===== config.mk =====
export PLATFORM = sky130hd
export DESIGN_NAME = multicycle_control
export DESIGN_NICKNAME = d
export VERILOG_FILES = /design/src/rtl/multicycle_control.sv
export SDC_FILE = /design/constraint.sdc
export NUM_CORES = 1
export LEC_CHECK = 0
export CAP_MARGIN = 0
export CORE_ASPECT_RATIO = 1.5
export CORE_UTILIZATION = 50
export CTS_CLUSTER_DIAMETER = 50
export DETAILED_ROUTE_END_ITERATION = 6
export PLACE_DENSITY_LB_ADDON = 0.2
export SLEW_MARGIN = 20
export SYNTH_ARGS = -nofsm -noshare
export SYNTH_HDL_FRONTEND = slang
export SYNTH_SLANG_ARGS = --single-unit

===== constraint.sdc =====
create_clock -name clk -period 3.9 [get_ports clk]
set_input_delay 0.78 -clock clk [delete_from_list [all_inputs] [get_ports clk]]
set_output_delay 0.78 -clock clk [all_outputs]
set_load 0.02 [all_outputs]

===== src/rtl/multicycle_control.sv =====
// -----------------------------------------------------------------------------
// multicycle_control
//   Control FSM for the multicycle MIPS-subset CPU. Steps each instruction
//   through FETCH / DECODE / EXEC / MEM / WB over a shared datapath. Memory is
//   reached through a request/ready handshake. The FSM adds j, memory wait
//   states, a sticky fault state and a counter of retired instructions.
//
// Parameters
//   TIMEOUT  maximum cycles spent waiting on mem_ready before FAULT (>= 1)
//   CNT_W    width of instr_count
//   EN_JUMP  1: j (op 000010) is decoded; 0: j is treated as illegal
//
// Ports
//   clk, rst_n        clock (rising edge), asynchronous active-low reset
//   op, fun           IR[31:26] and IR[5:0]; op is valid from DECODE onward
//   zero, sign        ALU zero flag and ALU result bit 31
//   mem_ready         memory finishes the current request this cycle
//   mem_req, mem_we   memory request; mem_we marks a write (sw only)
//   IorD              memory address select (0 PC, 1 ALUOut)
//   IRWrite, PCWrite  IR / PC load enables
//   PCSource          0 ALU result, 1 ALUOut, 2 jump target
//   ALUSrcA, ALUSrcB  ALU operand selects
//   ALUctr            ALU operation
//   ExtOp, RegDst     sign-extend imm16; destination register is Rd
//   RegWr, MemToReg   register write; write data comes from MDR
//   fault             set in the FAULT state; only rst_n clears it
//   instr_count       retired-instruction counter, wraps
// -----------------------------------------------------------------------------
module multicycle_control #(
  parameter int unsigned TIMEOUT = 16,
  parameter int unsigned CNT_W   = 32,
  parameter bit          EN_JUMP = 1'b1
) (
  input  logic             clk,
  input  logic             rst_n,
  input  logic [5:0]       op,
  input  logic [5:0]       fun,
  input  logic             zero,
  input  logic             sign,
  input  logic             mem_ready,
  output logic             mem_req,
  output logic             mem_we,
  output logic             IorD,
  output logic             IRWrite,
  output logic             PCWrite,
  output logic [1:0]       PCSource,
  output logic             ALUSrcA,
  output logic [1:0]       ALUSrcB,
  output logic [2:0]       ALUctr,
  output logic             ExtOp,
  output logic             RegDst,
  output logic             RegWr,
  output logic             MemToReg,
  output logic             fault,
  output logic [CNT_W-1:0] instr_count
);

  // wait_cnt never has to hold more than TIMEOUT-1: the wait cycle that
  // would reach TIMEOUT goes to FAULT instead.
  localparam int unsigned     WAIT_W    = (TIMEOUT < 2) ? 1 : $clog2(TIMEOUT);
  localparam logic [WAIT_W-1:0] WAIT_LAST = WAIT_W'(TIMEOUT - 1);

  localparam logic [5:0] OP_RTYPE = 6'b000000;
  localparam logic [5:0] OP_ADDI  = 6'b001000;
  localparam logic [5:0] OP_LW    = 6'b100011;
  localparam logic [5:0] OP_SW    = 6'b101011;
  localparam logic [5:0] OP_BEQ   = 6'b000100;
  localparam logic [5:0] OP_BNE   = 6'b000101;
  localparam logic [5:0] OP_BGTZ  = 6'b000111;
  localparam logic [5:0] OP_J     = 6'b000010;

  typedef enum logic [3:0] {
    S_IDLE, S_FETCH, S_DECODE, S_EXEC_R, S_WB_R, S_EXEC_I, S_WB_I,
    S_MEM_ADDR, S_MEM_RD, S_WB_MEM, S_MEM_WR, S_BRANCH, S_JUMP, S_FAULT
  } state_t;

  state_t            state_reg, state_next;
  logic [WAIT_W-1:0] wait_cnt_reg, wait_cnt_next;
  logic [CNT_W-1:0]  instr_count_reg;
  logic              retire;
  logic              wait_last;
  logic              fun_legal;
  logic [2:0]        r_alu;

  assign wait_last   = (wait_cnt_reg == WAIT_LAST);
  assign instr_count = instr_count_reg;

  // R-type function decode. sub and subu share the same ALU operation.
  always_comb begin
    fun_legal = 1'b1;
    r_alu     = 3'd0;
    case (fun)
      6'b100000: r_alu = 3'd2;  // add
      6'b100001: r_alu = 3'd4;  // addu
      6'b100010: r_alu = 3'd6;  // sub
      6'b100011: r_alu = 3'd6;  // subu
      6'b100100: r_alu = 3'd0;  // and
      6'b100101: r_alu = 3'd1;  // or
      6'b000000: r_alu = 3'd5;  // sll
      6'b101010: r_alu = 3'd3;  // slt
      6'b101011: r_alu = 3'd7;  // sltu
      default:   fun_legal = 1'b0;
    endcase
  end

  always_ff @(posedge clk or negedge rst_n) begin
    if (!rst_n) begin
      state_reg       <= S_IDLE;
      wait_cnt_reg    <= '0;
      instr_count_reg <= '0;
    end else begin
      state_reg    <= state_next;
      wait_cnt_reg <= wait_cnt_next;
      if (retire) begin
        instr_count_reg <= instr_count_reg + CNT_W'(1);
      end
    end
  end

  // Next state and control outputs. wait_cnt defaults to zero, so it is
  // cleared on every cycle that is not a stalled memory cycle; that covers
  // entry into each memory state.
  always_comb begin
    state_next    = state_reg;
    wait_cnt_next = '0;
    retire        = 1'b0;
    mem_req       = 1'b0;
    mem_we        = 1'b0;
    IorD          = 1'b0;
    IRWrite       = 1'b0;
    PCWrite       = 1'b0;
    PCSource      = 2'd0;
    ALUSrcA       = 1'b0;
    ALUSrcB       = 2'd0;
    ALUctr        = 3'd0;
    ExtOp         = 1'b0;
    RegDst        = 1'b0;
    RegWr         = 1'b0;
    MemToReg      = 1'b0;
    fault         = 1'b0;

    case (state_reg)
      S_IDLE: state_next = S_FETCH;

      S_FETCH: begin
        // PC <= PC + 4 is computed by the ALU while the instruction is read.
        mem_req = 1'b1;
        ALUSrcB = 2'd1;
        ALUctr  = 3'd4;
        IRWrite = mem_ready;
        PCWrite = mem_ready;
        if (mem_ready)      state_next = S_DECODE;
        else if (wait_last) state_next = S_FAULT;
        else                wait_cnt_next = wait_cnt_reg + WAIT_W'(1);
      end

      S_DECODE: begin
        // Branch target (PC + Imm32<<2) lands in ALUOut for a later BRANCH.
        ALUSrcB = 2'd3;
        ALUctr  = 3'd4;
        ExtOp   = 1'b1;
        case (op)
          OP_RTYPE:                state_next = fun_legal ? S_EXEC_R : S_FAULT;
          OP_ADDI:                 state_next = S_EXEC_I;
          OP_LW, OP_SW:            state_next = S_MEM_ADDR;
          OP_BEQ, OP_BNE, OP_BGTZ: state_next = S_BRANCH;
          OP_J:                    state_next = EN_JUMP ? S_JUMP : S_FAULT;
          default:                 state_next = S_FAULT;
        endcase
      end

      S_EXEC_R: begin
        ALUSrcA    = 1'b1;
        ALUctr     = r_alu;
        state_next = S_WB_R;
      end

      S_WB_R: begin
        RegDst     = 1'b1;
        RegWr      = 1'b1;
        ALUctr     = r_alu;
        retire     = 1'b1;
        state_next = S_FETCH;
      end

      S_EXEC_I: begin
        ALUSrcA    = 1'b1;
        ALUSrcB    = 2'd2;
        ExtOp      = 1'b1;
        ALUctr     = 3'd2;
        state_next = S_WB_I;
      end

      S_WB_I: begin
        RegWr      = 1'b1;
        retire     = 1'b1;
        state_next = S_FETCH;
      end

      S_MEM_ADDR: begin
        ALUSrcA    = 1'b1;
        ALUSrcB    = 2'd2;
        ExtOp      = 1'b1;
        ALUctr     = 3'd4;
        state_next = (op == OP_SW) ? S_MEM_WR : S_MEM_RD;
      end

      S_MEM_RD: begin
        mem_req = 1'b1;
        IorD    = 1'b1;
        if (mem_ready)      state_next = S_WB_MEM;
        else if (wait_last) state_next = S_FAULT;
        else                wait_cnt_next = wait_cnt_reg + WAIT_W'(1);
      end

      S_WB_MEM: begin
        RegWr      = 1'b1;
        MemToReg   = 1'b1;
        retire     = 1'b1;
        state_next = S_FETCH;
      end

      S_MEM_WR: begin
        mem_req = 1'b1;
        mem_we  = 1'b1;
        IorD    = 1'b1;
        if (mem_ready) begin
          retire     = 1'b1;
          state_next = S_FETCH;
        end else if (wait_last) begin
          state_next = S_FAULT;
        end else begin
          wait_cnt_next = wait_cnt_reg + WAIT_W'(1);
        end
      end

      S_BRANCH: begin
        // ALU computes busA - busB only to produce zero/sign for the test.
        ALUSrcA    = 1'b1;
        ALUctr     = 3'd6;
        PCSource   = 2'd1;
        PCWrite    = ((op == OP_BEQ)  &&  zero) ||
                     ((op == OP_BNE)  && !zero) ||
                     ((op == OP_BGTZ) && !zero && !sign);
        retire     = 1'b1;
        state_next = S_FETCH;
      end

      S_JUMP: begin
        PCSource   = 2'd2;
        PCWrite    = 1'b1;
        retire     = 1'b1;
        state_next = S_FETCH;
      end

      S_FAULT: fault = 1'b1;

      default: state_next = S_FAULT;
    endcase
  end

endmodule

==> flow_summary.yaml, run 1 <==
outcome:
  outcome: "complete, no violations"
grt:
  overflow: 0
  antenna_found_initial: 0
  grt_pass1_vias: 2039
  grtUsageTotal_pct: 23.5
  grt_first_pass_wirelength_mm: 9.34
  grt_max_degree: 41
synth:
  async_flop_share_pct: 100
  ys_warn_count: 0
  synth.distinct_cells: 49
  synth-seq-area-share_pct: 41.4
  synth_ff_type: "dfrtp_1"
  syn_area_sq_um: 2420
  ys_ff_latch: 40
  synth_edf_count: 0
  synth_area_per_cell_sq_um: 8.93
  synth_fp_nets: 290
  postSynthCellCount: 271
detailed_routing:
  drtAntennaViolNets: 0
  num_vias: 2263
  finalWirelength_mm: 5.80
  routed_via_density: 5.66
  drtIter0Drc: 116
  wire_per_inst_um: 14.5
  first_pass_iters: 4
  drc: 0
critical_path:
  worst_ep_arrival_time_ps: 2800
  crit_top_cell: "clkdlybuf4s50_1"
  worstSetupPathType: "input port to output port"
  path_max_fanout: 6
  crit_slowest_cell: "clkdlybuf4s50_1"
  slowest_delay_ps: 580
  cp.required_ps: 3120
  r2r_slack_ps: 1660
  r2r.worst_path.cells: 5
  reg2reg_from: "state_reg[2]$_DFFE_PN0N_"
  rr_endpoint: "instr_count[31]$_DFFE_PN0P_"
  start_kind: "input port"
  endpoint_kind: "output port"
  path_cells: "clkdlybuf4s50_1, inv_1, maj3_1, a21oi_1, nor3_1, a221o_1, clkdlybuf4s50_1"
cts:
  hold_buffers: 0
  cts_sinks: 40
  clockBufferDepth: 2
  cts_buffers: 5
  cts_resized: 0
  clkTransAtPathRegs_ps: 80
  post_cts_buffers: 0
  cts_tree: "done"
  clk_latency_ps: 290
  cts_root_buf: "clkbuf_8"
  htree_levels: 2
die:
  dieArea_sq_um: 5130
  die_x_um: 58.8
  rows: 30
  ios: 67
  start_util_pct: 52.8
  die_h_um: 87.2
  core_sq_um: 4580
sta:
  setup_viol: 0
  worstMarginPinSlew_ps: 865
  finalCriticalPeriod_ps: 3580
  max_freq_ghz: 0.280
  relSlewSlack_pct: 42.3
  period_share_pct: 91.7
  skew_ps: 6.78
  rsz0062_at_grt: "no"
  hold_viol: 0
  slew_violations: 0
  finalSetupTns_ps: 0
finish:
  fin_util_pct: 70.3
  mostFrequentLayoutCells: "clkdlybuf4s50_1, dfrtp_1, nor2_1"
  fill_cells: 394
  area_delta_synth_final_pct: 33.1
  largest_reg_flops: 32
  drive_above_1_share_pct: 5.36
  nets: 354
  antenna_cells: 0
  layout_commonest_cell: "clkdlybuf4s50_1"
power_and_ir_drop:
  leakage_nw: 1.30
  vdd.ir_drop.worst_mv: 0.464
  p_total_w: 0.00160
  powerDensity_nw_per_um2: 496
placed_design:
  io_buffers: 66
  place_hpwl_mm: 4.17
  place_congestion: 0.818
min_path:
  min_from: "wait_cnt_reg[0]$_DFF_PN0_"
  min_path_cells: 1
  hold_path_class: "flop to flop"
  whs_endpoint: "wait_cnt_reg[0]$_DFF_PN0_"
flow_run:
  maxCapViolCount: 0
## Yosys cell counts (3+ instances only)
library cell   n  area, sq um
nand4_1       11         68.8
and3_1         7         43.8
inv_1          7         26.3
nand3_1       14         70.1
xor2_1         8         70.1
buf_2          4         20.0
nand2_1       34          128
a21oi_1        5         25.0
xnor2_1       26          228
and4_1         4         35.0
nor2_1        36          135
a31oi_1        4         25.0
dfrtp_1       40         1000
nor3_1        11         55.1
nor4_1         3         18.8
nor2b_1        4         25.0
o21ai_0        6         30.0
nand2b_1       4         25.0
## stage by stage
| stage | instance area, sq um | hold slack [ps] | cells | setup WS, ps |
|---|---|---|---|---|
| 5_1_grt | 3220 | 503 | 400 | 222 |
| 3_3_place_gp | 3110 | 462 | 392 | 381 |
| 2_1_floorplan | 2420 | 440 | 271 | 1450 |
| 6_report | 3220 | 486 | 400 | 324 |
| 4_1_cts | 3220 | 487 | 400 | 320 |
| 3_5_place_dp | 3110 | 462 | 392 | 325 |
## critical path, delay by kind of cell
family | cells | cell delay [ps]
buf+inv | 3 | 1180
compound gates | 2 | 420
fa+ha+maj | 1 | 360
simple gates | 1 | 60
## how the worst max path moves through the flow
stage / cells past startpoint / to / slack [ps] / startpoint
5_1_grt: 7 / ALUctr[2] / 220 / fun[3]
4_1_cts: 7 / ALUctr[2] / 320 / fun[3]
3_3_place_gp: 7 / ALUctr[2] / 380 / fun[3]
2_1_floorplan: 5 / ALUctr[2] / 1450 / fun[3]
3_5_place_dp: 7 / ALUctr[2] / 330 / fun[3]
6_report: 7 / ALUctr[2] / 320 / fun[3]
## power by group
part | internal, W | switching, W | leakage (nW)
clock network | 0.000189 | 0.000145 | 0.0541
logic | 0.000310 | 0.000363 | 0.714
registers | 0.000461 | 0.000129 | 0.534
## per-layer routing
layer	GRT usage, %	vias to the layer above	part of all wire (%)	routed length, um
met5	0	-	0	0
met4	9.09	0	2.2	127
met3	4.46	8	6.6	380
met2	40.4	87	51	2940
met1	28.6	1077	41	2360
li1	-	1091	-	-
## cells by family (layout without fill, tap and decap cells)
group | Yosys count | count (layout) | share of synthesized area (%)
AO/OA/AOI/OAI | 36 | 36 | 11.3
multiplexers | 1 | 1 | 0.465
flip-flops | 40 | 40 | 41.4
AND/OR/NAND/NOR | 140 | 140 | 29.7
adder cells (fa/ha/maj) | 4 | 4 | 1.86
XOR/XNOR | 34 | 34 | 12.3
buffers and inverters | 16 | 81 | 3.00
## cell type report
class	instances	area, sq um	area share, %
Clock inverter	3	42.5	1.32
Timing Repair Buffer	66	656	20.4
Clock buffer	5	68.8	2.14
Multi-Input combinational cell	215	1350	41.8
Tap cell	64	80.1	2.49
Inverter	7	26.3	0.816
Sequential cell	40	1000	31.1
(Power assumes the default switching activity.)
==> inputs of run 2 (changes only) <==
CELL_PAD_IN_SITES_DETAIL_PLACEMENT = 1   (was not set)
CELL_PAD_IN_SITES_GLOBAL_PLACEMENT = 1   (was not set)
CORE_MARGIN = 3   (was not set)
CORE_UTILIZATION = 38   (was 50)
==> flow_summary.yaml, run 2 (synthesized netlist as in run 1, its figures left out) <==
grt:
  grt_first_pass_wirelength_mm: 11.9
  grtUsageTotal_pct: 19.4
  antenna_found_initial: 0
  overflow: 0
  grt_max_degree: 41
  grt_pass1_vias: 2478
cts:
  cts_sinks: 40
  clockBufferDepth: 2
  htree_levels: 2
  post_cts_buffers: 0
  clk_latency_ps: 300
  cts_resized: 0
  cts_tree: "done"
  clkTransAtPathRegs_ps: 70
  cts_root_buf: "clkbuf_8"
  cts_buffers: 5
  hold_buffers: 0
sta:
  finalSetupTns_ps: 0
  worstMarginPinSlew_ps: 881
  rsz0062_at_grt: "no"
  finalCriticalPeriod_ps: 3590
  hold_viol: 0
  slew_violations: 0
  setup_viol: 0
  skew_ps: 7.25
  period_share_pct: 92.2
  max_freq_ghz: 0.278
  relSlewSlack_pct: 41.3
die:
  die_x_um: 71.2
  core_sq_um: 6170
  die_h_um: 104
  dieArea_sq_um: 7380
  start_util_pct: 39.2
  ios: 67
  rows: 35
detailed_routing:
  finalWirelength_mm: 6.73
  wl_met1_mm: 2.64
  drtAntennaViolNets: 0
  dr_wl_met3_um: 241
  first_pass_iters: 4
  wire_per_inst_um: 16.4
  top_layer_used: "met4"
  wl_met2_mm: 3.59
  num_vias: 2259
  routed_via_density: 5.51
  drtIter0Drc: 108
  drc: 0
placed_design:
  io_buffers: 66
  place_hpwl_mm: 5.08
  place_congestion: 0.806
  place_area_sq_um: 3130
power_and_ir_drop:
  leakage_nw: 1.32
  pwr-share-comb_pct: 41.9
  vdd.ir_drop.worst_mv: 0.442
  intPower_w: 0.00103
  pwr-share-seq_pct: 34.5
  clock_power_share_pct: 23.5
  switching_power_w: 0.000646
  powerDensity_nw_per_um2: 514
  swShare_pct: 38.6
critical_path:
  crit_slowest_cell: "clkdlybuf4s50_1"
  worst_ep_arrival_time_ps: 2810
  start_kind: "input port"
  slowest_delay_ps: 580
  cp.required_ps: 3120
  worstSetupPathType: "input port to output port"
  cp_top_family: "buffers and inverters"
  r2r_slack_ps: 1640
  endpoint_kind: "output port"
  crit_top_cell: "clkdlybuf4s50_1"
  path_cells: "clkdlybuf4s50_1, inv_1, maj3_1, a21oi_1, nor3_1, a221o_1, clkdlybuf4s50_1"
  critPathLaunch: "fun[3]"
  crit_buf_inv: 3
  reg2reg_from: "state_reg[2]$_DFFE_PN0N_"
  path_max_fanout: 6
finish:
  layout_commonest_cell: "clkdlybuf4s50_1"
  mostFrequentLayoutCells: "clkdlybuf4s50_1, dfrtp_1, nor2_1"
  fill_cells: 719
  antenna_cells: 0
  area_delta_synth_final_pct: 34.6
  largest_reg_flops: 32
  final_area_sq_um: 3260
  nets: 355
  drive_above_1_share_pct: 5.36
flow_run:
  maxCapViolCount: 0
min_path:
  hold_path_class: "flop to flop"
  min_from: "wait_cnt_reg[0]$_DFF_PN0_"
outcome:
  outcome: "complete, no violations"
==> run 2: changes by cell type in the layout (fill, tap and decap cells not counted), sizes merged <==
cell	delta
buf	+1
bufinv	+1
clkinv	-1
clkinvlp	-1
==> run 2: path summary, 6_finish.rpt <==
kind | end | depth (start not counted)
worst min-delay path | wait_cnt_reg[0]$_DFF_PN0_ | 1
worst max register to register | instr_count[27]$_DFFE_PN0P_ | 5
worst min register to register | wait_cnt_reg[0]$_DFF_PN0_ | 1
worst max-delay path | ALUctr[2] | 7
min in group asynchronous | instr_count[11]$_DFFE_PN0P_ | 1
max in group asynchronous | instr_count[22]$_DFFE_PN0P_ | 1
==> run 2: layout make-up <==
| class | instances | area [sq um] | area share (%) |
|---|---|---|---|
| Clock buffer | 5 | 68.8 | 2.11 |
| Clock inverter | 2 | 60.1 | 1.84 |
| Inverter | 7 | 26.3 | 0.806 |
| Multi-Input combinational cell | 215 | 1350 | 41.3 |
| Sequential cell | 40 | 1000 | 30.7 |
| Tap cell | 74 | 92.6 | 2.84 |
| Timing Repair Buffer | 67 | 663 | 20.4 |
==> run 2: through the flow <==
step / instances / power (W) / setup WS [ps] / hold slack, ps / util [%]
after detailed placement: 403 / 0.00130 / 314 / 467 / 50.7
after CTS: 410 / 0.00170 / 308 / 488 / 52.8
after floorplan: 271 / 0.000995 / 1450 / 440 / -
final: 410 / 0.00167 / 306 / 476 / 52.8
after global routing: 410 / 0.00178 / 188 / 498 / 52.8
after global placement: 403 / 0.00128 / 364 / 458 / 50.7
==> run 2: metal layers <==
| layer | up-vias | track usage [%] |
|---|---|---|
| met4 | 0 | 9.81 |
| met3 | 17 | 3.30 |
| met1 | 1096 | 22.6 |
| met5 | - | 0 |
| li1 | 1090 | - |
| met2 | 56 | 33.4 |
==> run 2: power groups by stage <==
stage	logic [W]	registers, W	clock network, W
floorplan	0.000457	0.000539	0
global placement	0.000695	0.000582	0
detailed placement	0.000710	0.000585	0
CTS	0.000713	0.000578	0.000406
global route	0.000775	0.000593	0.000416
finish	0.000702	0.000578	0.000394
==> inputs of run 3 (changes only) <==
GPL_TIMING_DRIVEN = 0   (was not set)
SKIP_CTS_REPAIR_TIMING = 1   (was not set)
==> flow_summary.yaml, run 3 (synthesized netlist as in run 1, its figures left out) <==
die:
  ios: 67
  core_sq_um: 6170
  die_x_um: 71.2
  rows: 35
  dieArea_sq_um: 7380
  die_h_um: 104
  start_util_pct: 39.2
grt:
  grt_pass1_vias: 2556
  antenna_found_initial: 0
  grt_first_pass_wirelength_mm: 12.1
  grt_max_degree: 30
  grtUsageTotal_pct: 19.9
  overflow: 0
finish:
  seq_area_sq_um: 1000
  nets: 363
  largest_reg_flops: 32
  antenna_cells: 0
  layout_commonest_cell: "clkdlybuf4s50_1"
  final_area_sq_um: 3290
  fill_cells: 747
  drive_above_1_share_pct: 6.96
  area_delta_synth_final_pct: 35.9
  instances_no_fill: 419
  multiInputGateArea_sq_um: 1350
  mostFrequentLayoutCells: "clkdlybuf4s50_1, dfrtp_1, nor2_1"
critical_path:
  worst_ep_arrival_time_ps: 2790
  cp.required_ps: 3120
  worstSetupPathType: "input port to output port"
  path_cells: "clkdlybuf4s50_1, inv_1, maj3_1, a21oi_1, nor3_1, a221o_1, clkdlybuf4s50_1"
  crit_slowest_cell: "clkdlybuf4s50_1"
  endpoint_kind: "output port"
  start_kind: "input port"
  path_max_fanout: 6
  r2r_slack_ps: 1890
  slowest_delay_ps: 580
  crit_top_cell: "clkdlybuf4s50_1"
cts:
  htree_levels: 2
  clkTransAtPathRegs_ps: 80
  cts_tree: "done"
  clockBufferDepth: 2
  cts_buffers: 5
  cts_root_buf: "clkbuf_8"
  cts_sinks: 40
  clk_latency_ps: 300
placed_design:
  io_buffers: 65
  place_hpwl_mm: 5.28
  place_area_sq_um: 3180
  dp_slack_ps: 316
  placed_cells: 411
  place_congestion: 0.857
detailed_routing:
  num_vias: 2274
  wire_per_inst_um: 16.5
  top_layer_used: "met4"
  first_pass_iters: 4
  finalWirelength_mm: 6.91
  dr_wl_met3_um: 253
  drtAntennaViolNets: 0
  routed_via_density: 5.43
  wl_met2_mm: 3.70
  drtIter0Drc: 81
  drc: 0
  wl_met1_mm: 2.75
power_and_ir_drop:
  vdd.ir_drop.worst_mv: 0.318
  powerDensity_nw_per_um2: 503
  leakage_nw: 1.33
sta:
  relSlewSlack_pct: 54.7
  hold_viol: 0
  setup_slack_ps: 331
  setup_viol: 0
  finalSetupTns_ps: 0
  rsz0062_at_grt: "no"
  max_freq_ghz: 0.280
  finalCriticalPeriod_ps: 3570
  period_share_pct: 91.5
  worstMarginPinSlew_ps: 676
  slew_violations: 0
  skew_ps: 6.01
flow_run:
  maxCapViolCount: 0
outcome:
  outcome: "complete, no violations"
min_path:
  hold_path_class: "input port to asynchronous set/reset pin"
## run 3: final timing paths
path                                            from                          end  depth (start not counted)
setup / recovery                              fun[3]                    ALUctr[2]                          7
hold / removal                                 rst_n   instr_count[7]$_DFFE_PN0P_                          1
setup reg to reg            state_reg[0]$_DFFE_PN0N_  instr_count[17]$_DFFE_PN0P_                          6
hold reg to reg            wait_cnt_reg[0]$_DFF_PN0_    wait_cnt_reg[0]$_DFF_PN0_                          1
max in group asynchronous                      rst_n  instr_count[27]$_DFFE_PN0P_                          2
min in group clk           wait_cnt_reg[0]$_DFF_PN0_    wait_cnt_reg[0]$_DFF_PN0_                          1
## run 3: metal layers
metal,track usage (%),up-vias
li1,-,1107
met1,22.6,1099
met2,35.9,56
met3,3.01,12
met4,8.20,0
met5,0,-
## run 3: critical path: cells and delay by family
kind | cells | cell delay, ps
buffers and inverters | 3 | 1190
and+or+nand+nor | 1 | 60
AOI/OAI and AO/OA | 2 | 420
adders and majority gates | 1 | 350
## run 3: layout make-up
class                      count  area share [%]
timing repair buffer          66            20.2
sequential                    40            30.4
buffer                         9            1.41
clock buffer                   5            2.09
tap                           74            2.81
inverter                       7           0.799
multi-input combinational    215            40.9
clock inverter                 3            1.29
## run 3: metrics by stage
stage	power [W]	hold WS (ps)	util (%)
floorplan	0.000995	440	-
global placement	0.00131	457	51.2
detailed placement	0.00133	466	51.5
CTS	0.00167	363	53.3
global route	0.00176	374	53.3
finish	0.00165	364	53.3
## run 3: report_power, final
group / switching (W) / internal (W) / total [W] / leakage (nW)
registers: 0.0000491 / 0.000462 / 0.000511 / 0.534
clock network: 0.000147 / 0.000189 / 0.000336 / 0.0541
logic: 0.000472 / 0.000334 / 0.000806 / 0.747
